File: config.mk
export PLATFORM = sky130hd
export DESIGN_NAME = pipereg_wb_skid
export DESIGN_NICKNAME = d
export VERILOG_FILES = /design/src/rtl/pipereg_wb_skid.sv
export SDC_FILE = /design/constraint.sdc
export NUM_CORES = 1
export LEC_CHECK = 0
export CORE_AREA = 3 3 352 354
export CTS_BUF_LIST = sky130_fd_sc_hd__clkbuf_2
export DETAILED_ROUTE_END_ITERATION = 7
export DIE_AREA = 0 0 355 357
export GPL_TIMING_DRIVEN = 0
export PLACE_DENSITY = 0.67
export SLEW_MARGIN = 0
export SYNTH_ARGS = -nofsm -noshare
export SYNTH_HDL_FRONTEND = slang
export SYNTH_HIERARCHICAL = 1
export SYNTH_SLANG_ARGS = --single-unit
File: constraint.sdc
create_clock -name clock -period 3.4 [get_ports clock]
set_input_delay 0.34 -clock clock [delete_from_list [all_inputs] [get_ports clock]]
set_output_delay 0.34 -clock clock [all_outputs]
set_load 0.005 [all_outputs]
File: src/rtl/pipereg_wb_skid.sv
// pipereg_wb_skid
//   Multi-lane execute->writeback pipe register. Each lane holds a 2-entry skid
//   buffer (main + skid) with valid/ready handshake, squashes entries younger
//   than a flush robid in place, and the top exposes one arbitrated redirect
//   (oldest valid redirecting head) for the frontend.
// Ports
//   clock, reset_n            clock / async active-low reset
//   in_*                      per-lane execute result, lane l at [l*W +: W]
//   in_ready                  lane can accept (registered: skid slot empty)
//   flush_valid, flush_robid  squash everything strictly younger than flush_robid
//   out_*                     per-lane head entry, packed like in_*
//   out_ready                 consumer takes the head of that lane
//   redir_valid/target/robid  oldest valid head that redirects (0 when none)

// One lane: main register drives the outputs, skid catches the beat that
// arrives while the consumer stalls. State is {main_v, skid_v}; (0,1) never occurs.
module pipereg_wb_lane #(
   parameter int PREG_W  = 6,
   parameter int DATA_W  = 64,
   parameter int ROB_LOG = 6,
   localparam int RW = ROB_LOG + 1,
   localparam int PW = 1 + PREG_W + DATA_W + 1 + DATA_W + RW + DATA_W
) (
   input  logic          clock,
   input  logic          reset_n,
   input  logic          in_valid,
   output logic          in_ready,
   input  logic [PW-1:0] in_data,
   input  logic          flush_valid,
   input  logic [RW-1:0] flush_robid,
   output logic          out_valid,
   input  logic          out_ready,
   output logic [PW-1:0] out_data
);
   typedef struct packed {
      logic              need_to_wb;
      logic [PREG_W-1:0] prd;
      logic [DATA_W-1:0] result;
      logic              redirect_valid;
      logic [DATA_W-1:0] redirect_target;
      logic [RW-1:0]     robid;
      logic [DATA_W-1:0] pc;
   } wb_ent_t;

   // Wrap-aware: differing wrap bits invert the sense of the index compare.
   function automatic logic younger(input logic [RW-1:0] a, input logic [RW-1:0] b);
      return (a[RW-1] ^ b[RW-1]) ^ (a[RW-2:0] > b[RW-2:0]);
   endfunction

   wb_ent_t in_ent, main_q, skid_q;
   logic    main_v, skid_v;
   logic    killed_in, push, pop, main_alive, skid_alive;

   assign in_ent    = in_data;
   assign in_ready  = !skid_v;
   assign out_valid = main_v;
   assign out_data  = main_q;

   always_comb begin
      killed_in  = flush_valid & younger(in_ent.robid, flush_robid);
      push       = in_valid & in_ready & !killed_in;
      pop        = main_v & out_ready;
      // An entry survives the edge if it is neither consumed nor squashed.
      main_alive = main_v & !pop & !(flush_valid & younger(main_q.robid, flush_robid));
      skid_alive = skid_v & !(flush_valid & younger(skid_q.robid, flush_robid));
   end

   // push implies skid empty, so push and a surviving skid never coincide.
   always_ff @(posedge clock or negedge reset_n) begin
      if (!reset_n) begin
         main_v <= 1'b0;
         skid_v <= 1'b0;
         main_q <= '0;
         skid_q <= '0;
      end else if (main_alive) begin
         main_v <= 1'b1;
         skid_v <= skid_alive | push;
         if (push) skid_q <= in_ent;
      end else if (skid_alive) begin
         // Head gone (popped or squashed): skid compacts into main.
         main_v <= 1'b1;
         skid_v <= 1'b0;
         main_q <= skid_q;
      end else begin
         main_v <= push;
         skid_v <= 1'b0;
         if (push) main_q <= in_ent;
      end
   end
endmodule

module pipereg_wb_skid #(
   parameter int LANES   = 2,
   parameter int PREG_W  = 6,
   parameter int ROB_LOG = 6,
   parameter int DATA_W  = 64
) (
   input  logic                       clock,
   input  logic                       reset_n,
   input  logic [LANES-1:0]           in_valid,
   output logic [LANES-1:0]           in_ready,
   input  logic [LANES-1:0]           in_need_to_wb,
   input  logic [LANES*PREG_W-1:0]    in_prd,
   input  logic [LANES*DATA_W-1:0]    in_result,
   input  logic [LANES-1:0]           in_redirect_valid,
   input  logic [LANES*DATA_W-1:0]    in_redirect_target,
   input  logic [LANES*(ROB_LOG+1)-1:0] in_robid,
   input  logic [LANES*DATA_W-1:0]    in_pc,
   input  logic                       flush_valid,
   input  logic [ROB_LOG:0]           flush_robid,
   output logic [LANES-1:0]           out_valid,
   input  logic [LANES-1:0]           out_ready,
   output logic [LANES-1:0]           out_need_to_wb,
   output logic [LANES*PREG_W-1:0]    out_prd,
   output logic [LANES*DATA_W-1:0]    out_result,
   output logic [LANES-1:0]           out_redirect_valid,
   output logic [LANES*DATA_W-1:0]    out_redirect_target,
   output logic [LANES*(ROB_LOG+1)-1:0] out_robid,
   output logic [LANES*DATA_W-1:0]    out_pc,
   output logic                       redir_valid,
   output logic [DATA_W-1:0]          redir_target,
   output logic [ROB_LOG:0]           redir_robid
);
   localparam int RW = ROB_LOG + 1;
   localparam int PW = 1 + PREG_W + DATA_W + 1 + DATA_W + RW + DATA_W;

   function automatic logic younger(input logic [RW-1:0] a, input logic [RW-1:0] b);
      return (a[RW-1] ^ b[RW-1]) ^ (a[RW-2:0] > b[RW-2:0]);
   endfunction

   logic [LANES-1:0][PW-1:0] lane_in, lane_out;

   // Field order here must match the lane's entry struct.
   for (genvar l = 0; l < LANES; l++) begin : g_pack
      assign lane_in[l] = {in_need_to_wb[l], in_prd[l*PREG_W +: PREG_W],
                           in_result[l*DATA_W +: DATA_W], in_redirect_valid[l],
                           in_redirect_target[l*DATA_W +: DATA_W],
                           in_robid[l*RW +: RW], in_pc[l*DATA_W +: DATA_W]};
      assign {out_need_to_wb[l], out_prd[l*PREG_W +: PREG_W],
              out_result[l*DATA_W +: DATA_W], out_redirect_valid[l],
              out_redirect_target[l*DATA_W +: DATA_W],
              out_robid[l*RW +: RW], out_pc[l*DATA_W +: DATA_W]} = lane_out[l];
   end

   pipereg_wb_lane #(
      .PREG_W (PREG_W),
      .DATA_W (DATA_W),
      .ROB_LOG(ROB_LOG)
   ) u_lane[LANES-1:0] (
      .clock      (clock),
      .reset_n    (reset_n),
      .in_valid   (in_valid),
      .in_ready   (in_ready),
      .in_data    (lane_in),
      .flush_valid(flush_valid),
      .flush_robid(flush_robid),
      .out_valid  (out_valid),
      .out_ready  (out_ready),
      .out_data   (lane_out)
   );

   // Oldest redirecting head wins; a candidate replaces the current pick only
   // if strictly older, so equal robids stay with the lower lane.
   always_comb begin
      redir_valid  = 1'b0;
      redir_target = '0;
      redir_robid  = '0;
      for (int l = 0; l < LANES; l++) begin
         if (out_valid[l] && out_redirect_valid[l]) begin
            if (!redir_valid || younger(redir_robid, out_robid[l*RW +: RW])) begin
               redir_valid  = 1'b1;
               redir_target = out_redirect_target[l*DATA_W +: DATA_W];
               redir_robid  = out_robid[l*RW +: RW];
            end
         end
      end
   end
endmodule

==> reports/metrics.yaml, run 1 <==
sta:
  slew_headroom_pct: 13.3
  period_needed_ns: 4.95
  setup_viol: 85
  timing.final.ws_setup_ns: -1.55
  skew_ns: 0.170
  hold_violations: 0
  tightest_slew_ns: 1.30
  whs_ns: 0.309
  drv_slew: 0
  rsz0062_at_grt: "yes"
  fmax_mhz: 202
  fin_crit_sh_pct: 146
power_and_ir_drop:
  leakage_nw: 26.2
  p_seq_share_pct: 33.8
  combinationalPowerShare_pct: 53.9
  vdd_drop_max_v: 0.000494
  clkPwrFrac_pct: 12.2
  p_int_w: 0.0332
  p_sw_share_pct: 45.3
  power.density_mw_per_mm2: 870
  power_w: 0.0606
  switching_power_w: 0.0274
global_route:
  grt_antenna_before_repair: 50
  grt_max_degree: 111
  grt_pass1_vias: 50600
  grt_overflow: 0
  track_usage_pct: 33.9
  grt_pass1_wl_mm: 328
cells_and_area:
  drive_gt1_share_pct: 19.7
  final_nets: 6836
  stdcell_area_mm2: 0.0697
  mostFrequentLayoutCell: "nor3_1"
  layout_common_cells: "nor3_1, dlygate4sd3_1, clkdlybuf4s50_1, dfrtp_1, o32ai_1"
  syn2layout_area_growth_pct: 52.6
worst_hold_path:
  hold_path_class: "in -> reg"
  hold_path_depth: 4
  hold_end: "u_lane[1]/skid_q[46]"
  min_from: "in_pc[110]"
cts:
  cts_root_buf: "clkbuf_2"
  cts_tree: "done"
  cts.path.max_buffers: 3
  cts_made_buffers: 227
  clk_latency_ns: 1.75
  clock-sinks: 832
  clk_pin_slew_worst_paths_ns: 0.11
  htreeDepth: 4
worst_setup_path:
  r2r_end: "u_lane[0]/out_data[60]"
  timing.rr.start: "u_lane[0]/out_data[67]"
  worst_setup_path_startpoint: "u_lane[0]/out_data[135]"
  cpPeakStageDelay_ns: 0.54
  critPathMaxFanout: 5
  endpoint_kind: "output port"
  arrival_ns: 4.61
  path_delay_family: "buffers and inverters"
  cpMostUsedCell: "buf_12"
  crit_buf_inv: 8
  required_ns: 3.06
  slowest_stage: "dfrtp_4"
  rr_worst_depth: 12
  startpoint_type: "flip-flop"
  cp_cell_sequence: "buf_6, buf_6, and3_4, ha_4, nor2b_4, o21ai_2, a31oi_4, buf_12, xnor2_4, buf_12, buf_8, buf_12, buf_12, o211ai_2, o21ai_1, clkdlybuf4s15_2"
  crit_type: "reg -> out"
  r2r_slack_ns: 0.01
synth:
  synthArstFlopShare_pct: 100
  ys_seq_elements: 832
  synth-main-ff-cell: "dfrtp_1"
  synth_edf_count: 0
  synth_seq_area_share_pct: 45.6
  netlist_area_mm2: 0.0457
  mappedNetlistNets: 4757
  yosysWarningCount: 6
  syn_area_per_cell_um2: 10.7
  synthDistinctLibCells: 61
  synth_cells: 4287
drt:
  routed_via_density: 6.18
  dr.pass1.iters: 8
  drt_iter0_markers: 5489
  drc: 0
  route.met2.wl_mm: 103
  wl_per_cell_um: 27.5
  routed_wl_mm: 226
  dr.max_layer_used: "met5"
  met1Wirelength_mm: 83.9
  wl_met3_mm: 24.3
  ant_nets: 0
  vias: 50800
floorplan:
  pin_count: 918
  die_h_um: 357
  num_rows: 128
  core_mm2: 0.121
  dieWidth_um: 355
  die-area_mm2: 0.127
  start_util_pct: 37.6
status:
  violations: "negative setup slack"
  status: "finished, violations left"
placement:
  port_buffers: 916
  gp_congestion: 0.946
  placed_area_mm2: 0.0571
  dpl.hpwl_mm: 156
run:
  drv_cap: 0
## final cells by class
cell class	instances	area (µm²)
Antenna cell	49	123
Buffer	536	2860
Clock buffer	335	1680
Clock inverter	71	348
Fill cell	10200	51700
Inverter	25	96.3
Multi-Input combinational cell	2890	23000
Sequential cell	832	20900
Tap cell	1625	2030
Timing Repair Buffer	1854	18600
## how the worst max path moves through the flow
stage                     cells past startpoint  slack, ns              endpoint
after floorplan                              12       0.59      redir_target[14]
after global placement                        1     -37.85  u_lane[0]/skid_q[20]
after detailed placement                     12      -1.89       redir_target[7]
after CTS                                    15      -1.80      redir_target[48]
after global routing                         17      -1.74      redir_target[48]
final                                        16      -1.55      redir_target[45]
## registers in the layout (all words and copies together) (netlist names)
signal,flops
u_lane/out_data,414
u_lane/skid_q,414
u_lane/skid_v,2
u_lane/out_valid,2
## Yosys cell counts (all sizes together), types with 7 or more instances
master	instances	area [µm²]
inv	25	93.8
and2	8	50.1
o32ai	412	3610
clkbuf	339	1270
buf	201	1250
ha	42	526
nand3	10	75.1
o31ai	9	67.6
o21ai	75	379
nand2	83	314
dfrtp	832	20800
a211oi	10	75.1
a2111oi	414	4640
nor2b	7	43.8
nor3	1238	6200
mux2	412	4640
and4	9	81.3
and3	10	67.6
nor2	13	58.8
o211ai	72	791
## metal layers
metal,vias up,global-route usage (%)
li1,21600,-
met1,25000,40.9
met2,3386,53.6
met3,771,10.2
met4,16,20.2
met5,-,0
## worst min-delay path, cell delays in order
cell             delay (ns)
dlygate4sd3_1          0.52
clkdlybuf4s50_1        0.46
dlygate4sd3_1          0.56
mux2_2                 0.15
## power groups by stage
| stage | Combinational (W) | Clock (W) | Sequential [W] |
|---|---|---|---|
| 6_report | 0.0327 | 0.00742 | 0.0205 |
| 5_1_grt | 0.0344 | 0.00808 | 0.0211 |
| 4_1_cts | 0.0309 | 0.00757 | 0.0202 |
| 3_5_place_dp | 0.0277 | 0 | 0.0205 |
| 3_3_place_gp | 0.0272 | 0 | 0.0204 |
| 2_1_floorplan | 0.0139 | 0 | 0.0187 |
## logic make-up (layout without fill, tap and decap cells)
kind of cell / count (synthesis) / count (layout) / share of synthesized area, %
flip-flops: 832 / 832 / 45.6
multiplexers: 416 / 416 / 10.2
XOR/XNOR: 9 / 9 / 0.288
other: 0 / 49 / 0
AO/OA/AOI/OAI: 1021 / 1021 / 21.5
AND/OR/NAND/NOR: 1402 / 1402 / 15.5
adder cells (fa/ha/maj): 42 / 42 / 1.15
buffers and inverters: 565 / 2821 / 5.74
## per-stage QoR
| step | TNS [ns] | instances | setup slack, ns | util, % |
|---|---|---|---|---|
| 2_1_floorplan | 0 | 4287 | 0.590 | - |
| 3_3_place_gp | - | 6828 | -37.85 | 46.8 |
| 3_5_place_dp | -949.44 | 6837 | -1.89 | 47.0 |
| 4_1_cts | -124.53 | 8150 | -1.80 | 56.7 |
| 5_1_grt | -113.76 | 8206 | -1.74 | 57.4 |
| 6_report | -97.99 | 8217 | -1.55 | 57.4 |
## timing repair
action,in CTS,in global routing
hold buffers,842,0
pin swaps,29,25
endpoints found under the setup margin,968,918
cloned,3,8
hold endpoints to repair,1338,0
gates resized for setup,627,199
setup buffers,66,17
No activity file was read; power rests on OpenSTA's default activity.
==> inputs of run 2 (changes only) <==
==> constraint.sdc (replaced) <==
create_clock -name clock -period 6.3 [get_ports clock]
set_input_delay 0.63 -clock clock [delete_from_list [all_inputs] [get_ports clock]]
set_output_delay 0.63 -clock clock [all_outputs]
set_load 0.005 [all_outputs]
==> run 2 against run 1 <==
Net effect: the run now ends clean; die area is the same; combinational power shrank 49%; core utilization shrank 0.69 points; power shrank 47%; critical path depth shrank 2; critical path type unchanged; largest power group unchanged.
==> reports/metrics.yaml, run 2 (same netlist as run 1, synthesis figures left out) <==
status:
  status: "complete, no violations"
sta:
  drv_slew: 0  # unchanged
  fmax_mhz: 169
  timing.final.ws_setup_ns: 0.383  # +1.93 ns
  hold_violations: 0  # unchanged
  fin_crit_sh_pct: 93.9
  tns_ns: 0  # +97.99 ns
  skew_ns: 0.160  # -0.0103 ns
  rsz0062_at_grt: "no"
  slew_headroom_pct: 12.2  # -1.0 points
  setup_viol: 0  # -100%
  period_needed_ns: 5.92
  tightest_slew_ns: 1.32  # +0.0155 ns
cts:
  clock-sinks: 832  # unchanged
  cts_tree: "done"
  clk_latency_ns: 1.79  # +0.04 ns
  htreeDepth: 4  # unchanged
  cts_made_buffers: 227  # unchanged
  cts.path.max_buffers: 3  # unchanged
  clk_pin_slew_worst_paths_ns: 0.11  # about the same
  cts_root_buf: "clkbuf_2"
worst_setup_path:
  required_ns: 5.67  # +2.61 ns
  cpPeakStageDelay_ns: 0.65  # +0.11 ns
  crit_end: "redir_target[57]"
  cp_cell_sequence: "and2_1, buf_4, clkbuf_8, nand2_1, ha_1, and3_4, a31oi_4, buf_12, xnor2_1, buf_6, buf_6, o211ai_2, o21ai_1, clkdlybuf4s50_1"
  critPathMaxFanout: 10  # +5
  r2r_slack_ns: 1.95  # +1.94 ns
  endpoint_kind: "output port"
  slowest_stage: "clkdlybuf4s50_1"
  timing.rr.start: "u_lane[0]/out_data[68]"
  startpoint_type: "flip-flop"
  crit_type: "reg -> out"
  cpMostUsedCell: "buf_6"
  worst_setup_path_startpoint: "u_lane[0]/out_data[135]"
  arrival_ns: 5.29  # +0.68 ns
  rr_worst_depth: 8  # -4
  r2r_end: "u_lane[0]/skid_q[205]"
cells_and_area:
  num-fill-cells: 10200  # +0.61%
  fin_util_pct: 56.7  # -0.69 points
  final_cells: 8235  # +0.22%
  drive_gt1_share_pct: 14.6  # -5.2 points
  multiInputGateArea_mm2: 0.0222  # -3.4%
  mostFrequentLayoutCell: "nor3_1"
  final_nets: 6865  # +0.42%
  syn2layout_area_growth_pct: 50.7
  layout_common_cells: "nor3_1, dlygate4sd3_1, clkdlybuf4s50_1, dfrtp_1, o32ai_1"
  seqCellArea_mm2: 0.0208  # -0.32%
placement:
  dp.cells: 6837  # unchanged
  port_buffers: 916  # unchanged
  dpl.hpwl_mm: 156  # unchanged
  gp_congestion: 0.946  # unchanged
  place_ws_ns: 0.719  # +2.61 ns
global_route:
  grt_pass1_wl_mm: 333  # +1.5%
  track_usage_pct: 34.4  # +0.48 points
  grt_max_degree: 111  # unchanged
  grt_pass1_vias: 51600  # +2.0%
  grt_antenna_before_repair: 43  # -14%
  grt_overflow: 0  # unchanged
worst_hold_path:
  min_from: "in_redirect_target[125]"
  hold_path_class: "in -> reg"
power_and_ir_drop:
  power.density_mw_per_mm2: 463  # -47%
  power_w: 0.0319  # -47%
  vdd_drop_max_v: 0.000252  # -49%
  leakage_nw: 25.6  # -2.2%
drt:
  vias: 50900  # +0.20%
  drt_iter0_markers: 5886  # +7.2%
  wl_per_cell_um: 27.6  # +0.28%
  ant_nets: 0  # unchanged
  routed_wl_mm: 227  # +0.49%
  dr.pass1.iters: 8  # unchanged
  drc: 0  # unchanged
  routed_via_density: 6.18  # about the same
floorplan:
  dieWidth_um: 355  # unchanged
  die-area_mm2: 0.127  # unchanged
  num_rows: 128  # unchanged
  die_h_um: 357  # unchanged
  pin_count: 918  # unchanged
  core_mm2: 0.121  # unchanged
  start_util_pct: 37.6  # unchanged
run:
  drv_cap: 0  # unchanged
## run 2: cell count changes in the layout (fill, tap and decap cells not counted), moves of 46 or more
cell,previous run,this run
clkbuf_1,286,337
clkdlybuf4s50_1,796,915
dfrtp_1,782,830
a2111oi_0,146,198
dlygate4sd3_1,841,947
buf_4,103,57
## run 2: final cells by class
cell class,count,area share (%)
antenna,38,0.138
clock buffer,335,2.44
multi-input combinational,2890,32.3
timing repair buffer,1879,27.6
clock inverter,71,0.505
tap,1625,2.95
inverter,25,0.136
sequential,832,30.3
buffer,540,3.69
## run 2: repair_timing
action | in CTS | in global routing
hold buffers | 948 | 0
resized for setup | 13 | 0
setup endpoints to repair | 71 | 0
endpoints found under the hold margin | 1180 | 0
buffers inserted | 6 | 0
## run 2: worst min-delay path by stage
stage | slack [ns] | depth (start not counted) | endpoint
CTS | 0.001 | 3 | u_lane[1]/skid_q[132]
global route | 0.1 | 3 | u_lane[1]/skid_q[146]
detailed placement | 0.48 | 1 | u_lane[0]/skid_q[203]
global placement | 0.47 | 1 | u_lane[1]/skid_q[162]
floorplan | 0.33 | 0 | u_lane[0]/out_data[0]
finish | 0.23 | 3 | u_lane[1]/skid_q[132]
## run 2: power by group
part,total [W],internal [W],switching [W]
sequential,0.0111,0.00805,0.00307
clock,0.00405,0.00148,0.00256
combinational,0.0167,0.00804,0.00869
total,0.0319,0.0176,0.0143
## run 2: worst max-delay path: cells and delay by family, from the launching register on
kind / cells / cell delay [ns]
buffers and inverters: 6 / 1.77
flip-flops: 1 / 0.52
AO/OA/AOI/OAI: 3 / 0.44
AND/OR/NAND/NOR: 3 / 0.40
adder cells (fa/ha/maj): 1 / 0.30
XOR/XNOR: 1 / 0.15
## run 2: metrics by stage
| step | area, µm² | hold slack [ns] |
|---|---|---|
| after floorplan | 45700 | 0.334 |
| after global placement | 56900 | 0.468 |
| after detailed placement | 57100 | 0.476 |
| after CTS | 68700 | 0.000989 |
| after global routing | 68800 | 0.0961 |
| final | 68800 | 0.228 |
## run 2: layer usage
layer,wire (µm),up-vias,track usage (%)
met5,69,-,0
met4,16100,12,22.1
met3,23600,832,10.2
met2,102000,3470,53.6
met1,85300,24900,41.6
li1,-,21600,-
